**src/rtl/cache_pkg.sv**
```systemverilog
// Shared types and helpers for the cache line data SRAM read arbiter.
// Latency: n/a (types and a combinational helper function only).
// Backpressure: n/a.
package cache_pkg;

    typedef enum logic [1:0] {
        PRI_LOW    = 2'd0,
        PRI_MED    = 2'd1,
        PRI_HIGH   = 2'd2,
        PRI_URGENT = 2'd3
    } mem_pri_t;

    // BLOCKED: the write port owns the macro (or reset is active), so every grant is masked.
    typedef enum logic {
        NORMAL  = 1'b0,
        BLOCKED = 1'b1
    } arb_state_t;

    // Round-robin pick over the low n bits of req. The scan starts at ptr and
    // moves upward, wrapping modulo n. Returns a one-hot vector, or zero when
    // req is empty. The vector is sized for the largest supported requester
    // count (8).
    function automatic logic [7:0] rr_pick(input logic [7:0] req,
                                           input logic [2:0] ptr,
                                           input int         n);
        logic [7:0] gnt;
        logic [2:0] idx;
        logic       found;
        gnt   = '0;
        found = 1'b0;
        for (int k = 0; k < 8; k++) begin
            idx = 3'((int'(ptr) + k) % n);
            if (k < n && !found && req[idx]) begin
                gnt[idx] = 1'b1;
                found    = 1'b1;
            end
        end
        return gnt;
    endfunction

endpackage

```
**src/rtl/cache_rd_arb_pipe.sv**
```systemverilog
// Delays the one-hot read grant so that it lines up with the returning SRAM data.
// Latency: MEM_LAT cycles from grant to valid. Reset clears every in-flight read.
// Backpressure: none; a new grant can enter the pipe every cycle.
// Ports: clk, rst (async, active-high), grant (one-hot in), valid (one-hot out).
module cache_rd_arb_pipe #(
    parameter int NUM_REQ = 3,
    parameter int MEM_LAT = 1
) (
    input  logic               clk,
    input  logic               rst,
    input  logic [NUM_REQ-1:0] grant,
    output logic [NUM_REQ-1:0] valid
);

    logic [NUM_REQ-1:0] stage [MEM_LAT];

    always_ff @(posedge clk or posedge rst) begin
        if (rst) begin
            for (int k = 0; k < MEM_LAT; k++) stage[k] <= '0;
        end else begin
            stage[0] <= grant;
            for (int k = 1; k < MEM_LAT; k++) stage[k] <= stage[k-1];
        end
    end

    assign valid = stage[MEM_LAT-1];

endmodule

```
**src/rtl/cache_rd_arb.sv**
```systemverilog
// Arbitrates the single read port of the cache line data SRAM among NUM_REQ requesters.
// Latency: the grant is issued combinationally in the request cycle; the data valid follows MEM_LAT cycles later.
// Backpressure: sram_busy masks all grants; an ungranted requester simply holds req_ren.
// Ports: clk, rst (async, active-high); req_ren/req_raddr/req_rpri in, req_rready/req_rdata/
//        req_rdata_valid out; sram_busy, sram_rdata in; sram_ren, sram_raddr out.
// Optional: define CACHE_RD_ARB_AGING_EN to promote starved requesters to top priority.
module cache_rd_arb
    import cache_pkg::*;
#(
    parameter int NUM_REQ    = 3,
    parameter int LIST_DEPTH = 4,
    parameter int LIST_WIDTH = 32,
    parameter int DATA_WIDTH = 32,
    parameter int MEM_LAT    = 1,
    parameter int AGE_MAX    = 15,
    localparam int RADDR_W   = $clog2(LIST_DEPTH) + $clog2(LIST_WIDTH)
) (
    input  logic                       clk,
    input  logic                       rst,
    input  logic [NUM_REQ-1:0]         req_ren,
    input  logic [NUM_REQ*RADDR_W-1:0] req_raddr,
    input  logic [NUM_REQ*2-1:0]       req_rpri,
    output logic [NUM_REQ-1:0]         req_rready,
    output logic [DATA_WIDTH-1:0]      req_rdata,
    output logic [NUM_REQ-1:0]         req_rdata_valid,
    input  logic                       sram_busy,
    output logic                       sram_ren,
    output logic [RADDR_W-1:0]         sram_raddr,
    input  logic [DATA_WIDTH-1:0]      sram_rdata
);

    localparam int         PTR_W    = $clog2(NUM_REQ);
    localparam logic [7:0] REQ_MASK = 8'((1 << NUM_REQ) - 1);

    arb_state_t         arb_state;
    mem_pri_t           eff_pri [NUM_REQ];
    mem_pri_t           top_pri;
    logic [7:0]         cand_ext;
    logic [7:0]         pick_vec;
    logic               pick_unused;
    logic [NUM_REQ-1:0] grant;
    logic [PTR_W-1:0]   rr_ptr;
    logic [PTR_W-1:0]   win_idx;

    // Holding reset in BLOCKED keeps the combinational grant low during reset.
    assign arb_state = (sram_busy || rst) ? BLOCKED : NORMAL;

`ifdef CACHE_RD_ARB_AGING_EN
    // Per-requester count of consecutive denied cycles, saturating at AGE_MAX.
    logic [7:0] age [NUM_REQ];

    always_comb begin
        for (int i = 0; i < NUM_REQ; i++) begin
            eff_pri[i] = (age[i] == 8'(AGE_MAX)) ? PRI_URGENT : mem_pri_t'(req_rpri[2*i +: 2]);
        end
    end

    always_ff @(posedge clk or posedge rst) begin
        if (rst) begin
            for (int i = 0; i < NUM_REQ; i++) age[i] <= '0;
        end else begin
            for (int i = 0; i < NUM_REQ; i++) begin
                if (req_ren[i] && !grant[i]) begin
                    if (age[i] != 8'(AGE_MAX)) age[i] <= age[i] + 8'd1;
                end else begin
                    age[i] <= '0;
                end
            end
        end
    end
`else
    localparam int unused_age_max = AGE_MAX;

    always_comb begin
        for (int i = 0; i < NUM_REQ; i++) begin
            eff_pri[i] = mem_pri_t'(req_rpri[2*i +: 2]);
        end
    end
`endif

    // Find the highest effective priority among the requesters. Only the
    // requesters at that level take part in the round-robin pick.
    always_comb begin
        top_pri  = PRI_LOW;
        cand_ext = '0;
        for (int i = 0; i < NUM_REQ; i++) begin
            if (req_ren[i] && (eff_pri[i] > top_pri)) top_pri = eff_pri[i];
        end
        for (int i = 0; i < NUM_REQ; i++) begin
            cand_ext[i] = req_ren[i] && (eff_pri[i] == top_pri) && (arb_state == NORMAL);
        end
    end

    assign pick_vec    = rr_pick(cand_ext, 3'(rr_ptr), NUM_REQ);
    assign grant       = pick_vec[NUM_REQ-1:0];
    assign pick_unused = |(pick_vec & ~REQ_MASK);

    always_comb begin
        win_idx    = '0;
        sram_raddr = '0;
        for (int i = 0; i < NUM_REQ; i++) begin
            if (grant[i]) begin
                win_idx    = PTR_W'(i);
                sram_raddr = req_raddr[i*RADDR_W +: RADDR_W];
            end
        end
    end

    always_ff @(posedge clk or posedge rst) begin
        if (rst) begin
            rr_ptr <= '0;
        end else if (|grant) begin
            rr_ptr <= (win_idx == PTR_W'(NUM_REQ - 1)) ? '0 : win_idx + 1'b1;
        end
    end

    assign req_rready = grant;
    assign sram_ren   = |grant;
    assign req_rdata  = sram_rdata;

    cache_rd_arb_pipe #(
        .NUM_REQ (NUM_REQ),
        .MEM_LAT (MEM_LAT)
    ) u_pipe (
        .clk   (clk),
        .rst   (rst),
        .grant (grant),
        .valid (req_rdata_valid)
    );

endmodule

```
**config.mk**
```make
export PLATFORM = sky130hd
export DESIGN_NAME = cache_rd_arb
export DESIGN_NICKNAME = d
export VERILOG_FILES = /design/src/rtl/cache_pkg.sv /design/src/rtl/cache_rd_arb_pipe.sv /design/src/rtl/cache_rd_arb.sv
export SDC_FILE = /design/constraint.sdc
export NUM_CORES = 1
export LEC_CHECK = 0
export CAP_MARGIN = 40
export CORE_MARGIN = 3
export CORE_UTILIZATION = 36
export DETAILED_ROUTE_END_ITERATION = 8
export PLACE_DENSITY = 0.95
export SLEW_MARGIN = 25
export SYNTH_ARGS = -nofsm -noshare
export SYNTH_HDL_FRONTEND = slang
export SYNTH_SLANG_ARGS = --single-unit
```
**constraint.sdc**
```tcl
create_clock -name clk -period 11.5 [get_ports clk]
set_input_delay 2.3 -clock clk [delete_from_list [all_inputs] [get_ports clk]]
set_output_delay 2.3 -clock clk [all_outputs]
set_load 0.01 [all_outputs]
```
# Yosys cells after proc, flatten, opt, wreduce, memory -nomap -nowiden
# Cells that the tools add are included.
[totals]
reg_bits = 5
latch_bits = 0
mem_bits_rw = 0
mem_bits_ro = 0
input_bits = 65
out_inout_bits = 46
word_cells = 69
n_memories = 0
[classes]
add_sub_neg = 3
n_mul = 0
div_mod_pow = 3
magnitude_cmp = 9
n_eq_ne = 4
shifts = 0
mux = 27
n_bitwise = 3
n_reduce_logical = 18
[op_table]
columns = ["operator", "count"]
rows = [
  ["32-bit by 3-bit remainder unit with 32-bit output (second input constant)", 2],
  ["3-bit by 3-bit remainder unit with 32-bit output (second input constant)", 1],
  ["7-bit two-way mux", 3],
  ["1-bit logical AND", 14],
  ["3-bit by 4-bit less-than comparator with 1-bit output (second input constant)", 3],
  ["1-bit two-way mux", 10],
  ["2-bit two-way mux", 5],
  ["1-bit binary-select mux with 3-bit select", 3],
  ["1-bit demux with 3-bit select", 3],
  ["3-bit by 1-bit greater-or-equal comparator with 1-bit output (second input constant)", 3],
  ["3-bit two-way mux", 3],
  ["2-bit equality test", 3],
  ["3-bit bitwise OR", 2],
  ["2-bit > comparator", 2],
  ["2-bit by 1-bit adder with 3-bit output (second input constant)", 1],
  ["2-bit by 2-bit adder with 3-bit output (second input constant)", 1],
  ["3-bit OR reduction", 1],
  ["2-bit by 1-bit adder with 2-bit output (second input constant)", 1],
  ["2-bit equality test (second input constant)", 1],
  ["2-bit by 1-bit > comparator with 1-bit output (second input constant)", 1],
  ["1-bit zero test", 2],
  ["1-bit logical OR", 1],
  ["1-bit NOT", 1],
]

# Logic depth before layout (Yosys ltp)
[logic_depth]
depth_word = 25
ltp_mapped = 20
mapped_depth_nobuf = 19

# By module
# A second synthesis with hierarchy kept.
[hier_totals]
hier_cells = 171
area_unflattened_um2 = 1387.6
[by_module_without_submodules]
columns = ["module", "n_inst", "cells_per_inst", "area_per_inst_um2", "seq_area_each_um2"]
rows = [
  ["cache_rd_arb", 1, 167, 1308.8, 50.0],
  ["cache_rd_arb_pipe", 1, 4, 78.8, 75.1],
]

# Worst setup path before layout
# No wires, ideal clock.
[synth_timing]
kind = "input port to output port"
start = "in req_ren[0]"
end = "out sram_raddr[0]"
t_arrival_ns = 5.853
t_required_ns = 9.200
path_slack_ns = 3.347
stages = 18
n_path_buf = 1
cell_sequence = "and2_1 -> inv_1 -> ha_1 -> nor2b_4 -> o211ai_4 -> mux2i_1 -> ha_1 -> nor2b_4 -> o21a_1 -> buf_4 -> o311ai_1 -> a22oi_2 -> nand2_2 -> o221a_4 -> o211ai_2 -> a31oi_4 -> nand2_2 -> o311ai_1"
[synth_via]
elab_chain_len = 23
elab_cells_between_ends = 37
cone_classes = "order compare (2); eq/ne (3); mux (17); bitwise (2); reduce/logical (13)"
[synth_rtl]
columns = ["element", "line", "source"]
rows = [
  ["start: declaration", "cache_rd_arb.sv:20", "input logic [NUM_REQ-1:0] req_ren,"],
  ["1-bit logical AND", "cache_rd_arb.sv:87", "if (req_ren[i] && (eff_pri[i] > top_pri)) top_pri = eff_pri[i];"],
  ["2-bit two-way mux", "cache_rd_arb.sv:87", ""],
  ["2-bit > comparator", "cache_rd_arb.sv:87", ""],
  ["1-bit logical AND", "cache_rd_arb.sv:87", ""],
  ["2-bit two-way mux", "cache_rd_arb.sv:87", ""],
  ["2-bit > comparator", "cache_rd_arb.sv:87", ""],
  ["1-bit logical AND", "cache_rd_arb.sv:87", ""],
  ["2-bit two-way mux", "cache_rd_arb.sv:87", ""],
  ["[6 not listed]", "n/a", ""],
  ["1-bit zero test", "cache_pkg.sv:33", "if (k < n && !found && req[idx]) begin"],
  ["1-bit logical AND", "cache_pkg.sv:33", ""],
  ["1-bit two-way mux", "cache_pkg.sv:33", ""],
  ["1-bit zero test", "cache_pkg.sv:33", ""],
  ["1-bit logical AND", "cache_pkg.sv:33", ""],
  ["3-bit two-way mux (*)", "cache_pkg.sv:33", ""],
  ["net req_rready[0]", "cache_rd_arb.sv:23", "output logic [NUM_REQ-1:0] req_rready,"],
  ["7-bit two-way mux (*) (3 in series)", "cache_rd_arb.sv:102", "if (grant[i]) begin"],
  ["end: declaration", "cache_rd_arb.sv:28", "output logic [RADDR_W-1:0] sram_raddr,"],
]
# The timed path passes the listed nets; every way through them passes the cells marked *. The select of a mux whose other input is x is not followed.

# Worst setup path after layout
[layout_timing]
start = "in req_ren[0]"
end = "out sram_raddr[2]"
[layout_via]
elab_chain_len = 23
elab_cells_between_ends = 37
cone_classes = "order compare (2); eq/ne (3); mux (17); bitwise (2); reduce/logical (13)"
[layout_rtl]
columns = ["element", "line"]
rows = [
  ["1-bit logical AND", "cache_rd_arb.sv:87"],
  ["2-bit two-way mux", "cache_rd_arb.sv:87"],
  ["2-bit > comparator", "cache_rd_arb.sv:87"],
  ["1-bit logical AND", "cache_rd_arb.sv:87"],
  ["2-bit two-way mux", "cache_rd_arb.sv:87"],
  ["2-bit > comparator", "cache_rd_arb.sv:87"],
  ["1-bit logical AND", "cache_rd_arb.sv:87"],
  ["2-bit two-way mux", "cache_rd_arb.sv:87"],
  ["[6 not listed]", "n/a"],
  ["1-bit zero test", "cache_pkg.sv:33"],
  ["1-bit logical AND", "cache_pkg.sv:33"],
  ["1-bit two-way mux", "cache_pkg.sv:33"],
  ["1-bit zero test", "cache_pkg.sv:33"],
  ["1-bit logical AND", "cache_pkg.sv:33"],
  ["3-bit two-way mux (*)", "cache_pkg.sv:33"],
  ["7-bit two-way mux (2 in series)", "cache_rd_arb.sv:102"],
  ["7-bit two-way mux (*)", "cache_rd_arb.sv:102"],
]
# Every way passes the cells marked *; elsewhere a longest branch is shown, timed or not. The select of a mux whose other input is x is not followed.

==> summary.txt <==
Layout
  • Layout cells sized above 1: between 10% and 20%
  • # nets final: 265
  • Final core occ: around half
  • Antenna diodes: 0
  • Fillers: 340
  • Area grow syn2layout: 21.8%

Logic synthesis
  • Most common cell in the synthesized netlist: buf_4
  • Commonest cells post-synth: buf_4 (33), inv_1 (19), nand2_1 (14)
  • Synth Area per Inst: ~8 um^2
  • Register bit total from synthesis: 5
  • Synth area leader: buf_4
  • Area contributors post-synth: buf_4 (18%), ha_1 (11%), dfrtp_1 (9.0%), o311ai_1 (7.5%), inv_1 (5.1%)
  • Cell count after synthesis: between 150 and 200
  • Post-synth EDFFs: 0
  • Net Count, Synth: 248
  • Yosys Warn Count: 0
  • Top FF cell, synth: dfrtp_1
  • Post-synthesis cell type count: 43
  • Share of the synthesized area in the top cell type: 17.8%
  • Sequential share of the synthesized area: around 9%
  • Mapped cell area: ~0.0014 mm^2
  • Async set-reset flop share out of synthesis: 100%

Timing
  • Max Clock Freq: between 0.1 and 0.15 GHz
  • Crit path time final: around 9700 ps
  • Final Cycle Share: between 80% and 90%
  • Final Hold Viols: 0
  • Final hold slack: around 650 ps
  • RSZ-0062 raised after global routing: false
  • Worst-Margin Slew: 492 ps
  • Setup TNS: 0 ps
  • PnR worst setup slack: about 1800 ps
  • Final Slew Violations: 0
  • Clk_skew: 0.537 ps
  • Slew headroom: 67.2%
  • Setup violations, final: 0

Worst setup path
  • Worst setup path category: in2out
  • Startpoint class of the critical path: primary input
  • Critical path arrival: 7370 ps
  • Worst Setup End Kind: output port
  • Worst-path fanout max: 10
  • Worst EP required: about 9200 ps

Global route
  • First-pass GRT wire length: 4.92 mm
  • Antenna violations before repair: 0
  • Met3 Use GR: ~2.3%
  • GR Util All Layers: a little over an eighth
  • M2 GR Usage: 21.2%
  • Routing usage on met1: between 10% and 20%
  • Vias in the first global route: 1,139
  • Busiest layer in global routing: met2
  • Total gr overflow: 0
  • Largest net degree at the start of global routing: 20

Route
  • DRC viols: 0
  • DRT iter0 DRCs: 46
  • Total routed wirelength: 3.26 mm
  • Vias per cell: 5.37
  • Routed Antenna Nets: 0
  • Drt pass-1 iters: 4
  • Avg WL per Cell: between 10 and 15 um
  • Via count: approximately 1,300

Power
  • Int Power: ~0.11 mW
  • PwrDens: approximately 120 mW/mm^2
  • Clock Power Share: 16.1%
  • VDD IR-drop max: between 0.00009 and 0.0001 V
  • Switching power: about 0.089 mW
  • Tot Pwr: between 0.15 and 0.2 mW
  • Flop pwr share: between 10 and 15%
  • Static Leak: approximately 0.67 nW
  • Comb pwr share: between 60% and 70%
  • Switching Fraction: between 40% and 50%

Hold path
  • Hold Path Class: reg2reg

CTS
  • Num CTS Buffers: 3
  • Post-cts resize count: 0
  • CTS tree: done
  • Clock slew at reported path FFs: roughly 30 ps
  • CTS sink count: 5
  • Setup bufs post-CTS: 0
  • Longest Clk Path Bufs: 2
  • H-tree depth: 1
  • Clock Root Buffer: clkbuf_8
  • Hold-fix buffers, CTS: 0
  • Skew-Pair Late Insertion Delay: 220 ps

Run status
  • Outcome: completed

Flow run
  • Max-cap viol count: 0

Floorplan
  • Core ar.: around 0.0035 mm^2
  • FP Rows: 21
  • Die height: approximately 70 um
  • Initial Utilization: roughly 40%
  • Die area: ~0.0047 mm^2
  • Die Wd: between 60 and 70 um
  • # IOs: about 110

Placed design
  • I/O Buffers: between 40 and 50
  • Place WS: approximately 1900 ps
  • DP HPWL: ~2.7 mm
  • RD Place Congestion: about 0.84
## area by class of cell
type	instances	area (um^2)	share of cell area, %
inverters	20	77.6	4.57
repair buffers	46	460	27.1
clock buffers	4	45.0	2.65
multi-input cells	112	931	54.9
flip-flops and latches	5	125	7.37
well taps	46	57.6	3.39
## kinds of logic (layout without fill, tap and decap cells)
family / after synthesis / in the layout / synth area share (%)
compound gates: 41 / 41 / 31.4
flops: 5 / 5 / 8.98
mux: 1 / 1 / 0.719
simple gates: 56 / 56 / 22.7
xor+xnor: 2 / 2 / 1.26
fa+ha+maj: 12 / 12 / 10.8
buf+inv: 54 / 70 / 24.2
## worst max-delay path, cell delays in order
cell             delay (ps)
clkdlybuf4s50_1         550
and2_1                  200
inv_1                    70
ha_1                    290
nor2b_4                 140
o211ai_4                240
mux2i_1                 330
ha_1                    320
a21boi_4                200
o21a_1                  360
nor3_1                  100
o31ai_2                 300
nand3_1                 110
o21ai_0                 350
o211ai_2                150
a31oi_4                 300
nand2_2                 160
o311ai_1                280
clkdlybuf4s50_1         620
## metal layers
metal | wire (um) | vias to the layer above
li1 | - | 619
met1 | 1330 | 575
met2 | 1680 | 54
met3 | 207 | 4
met4 | 46 | 0
met5 | 0 | -
## power by group through the flow
stage	combinational [mW]	clock, mW	sequential (mW)
finish	0.138	0.0319	0.0282
global route	0.150	0.0335	0.0297
CTS	0.138	0.0331	0.0283
detailed placement	0.138	0	0.0286
global placement	0.134	0	0.0280
floorplan	0.101	0	0.0282
## per-stage QoR
stage	area (um^2)	std cells
2_1_floorplan	1390	171
3_3_place_gp	1650	229
3_5_place_dp	1650	229
4_1_cts	1700	233
5_1_grt	1700	233
6_report	1700	233
## flip-flops by register name (all words and copies together) (netlist names)
| name | count |
|---|---|
| rr_ptr | 2 |
| u_pipe.valid | 3 |
## layout by cell type (no fill, tap or decap), types with 2 or more instances in the layout
| cell | n |
|---|---|
| nor2_1 | 6 |
| clkbuf_8 | 3 |
| inv_1 | 19 |
| ha_1 | 12 |
| a211oi_1 | 2 |
| nor2b_1 | 4 |
| o211a_1 | 2 |
| o211ai_2 | 2 |
| xnor2_1 | 2 |
| o21ai_0 | 2 |
| a31oi_4 | 2 |
| o211ai_1 | 4 |
| and2_1 | 3 |
| nand3_1 | 10 |
| nor3_1 | 6 |
| nor2b_4 | 2 |
| nand2_1 | 14 |
| clkdlybuf4s50_1 | 46 |
| dfrtp_1 | 5 |
| or3_1 | 2 |
| nand4_1 | 4 |
| o311ai_1 | 12 |
| nand2_2 | 2 |
## path summary, 6_finish.rpt
check	from	endpoint	slack (ps)	depth (start not counted)
hold reg to reg	rr_ptr[0]	rr_ptr[0]	650	2
setup reg to reg	rr_ptr[0]	rr_ptr[1]	8840	12
min in group asynchronous	rst	rr_ptr[1]	2410	2
hold / removal	rr_ptr[0]	rr_ptr[0]	650	2
max in group asynchronous	rst	u_pipe.valid[2]	8920	2
setup / recovery	req_ren[0]	sram_raddr[2]	1830	19
No activity file was read; power rests on OpenSTA's default activity.
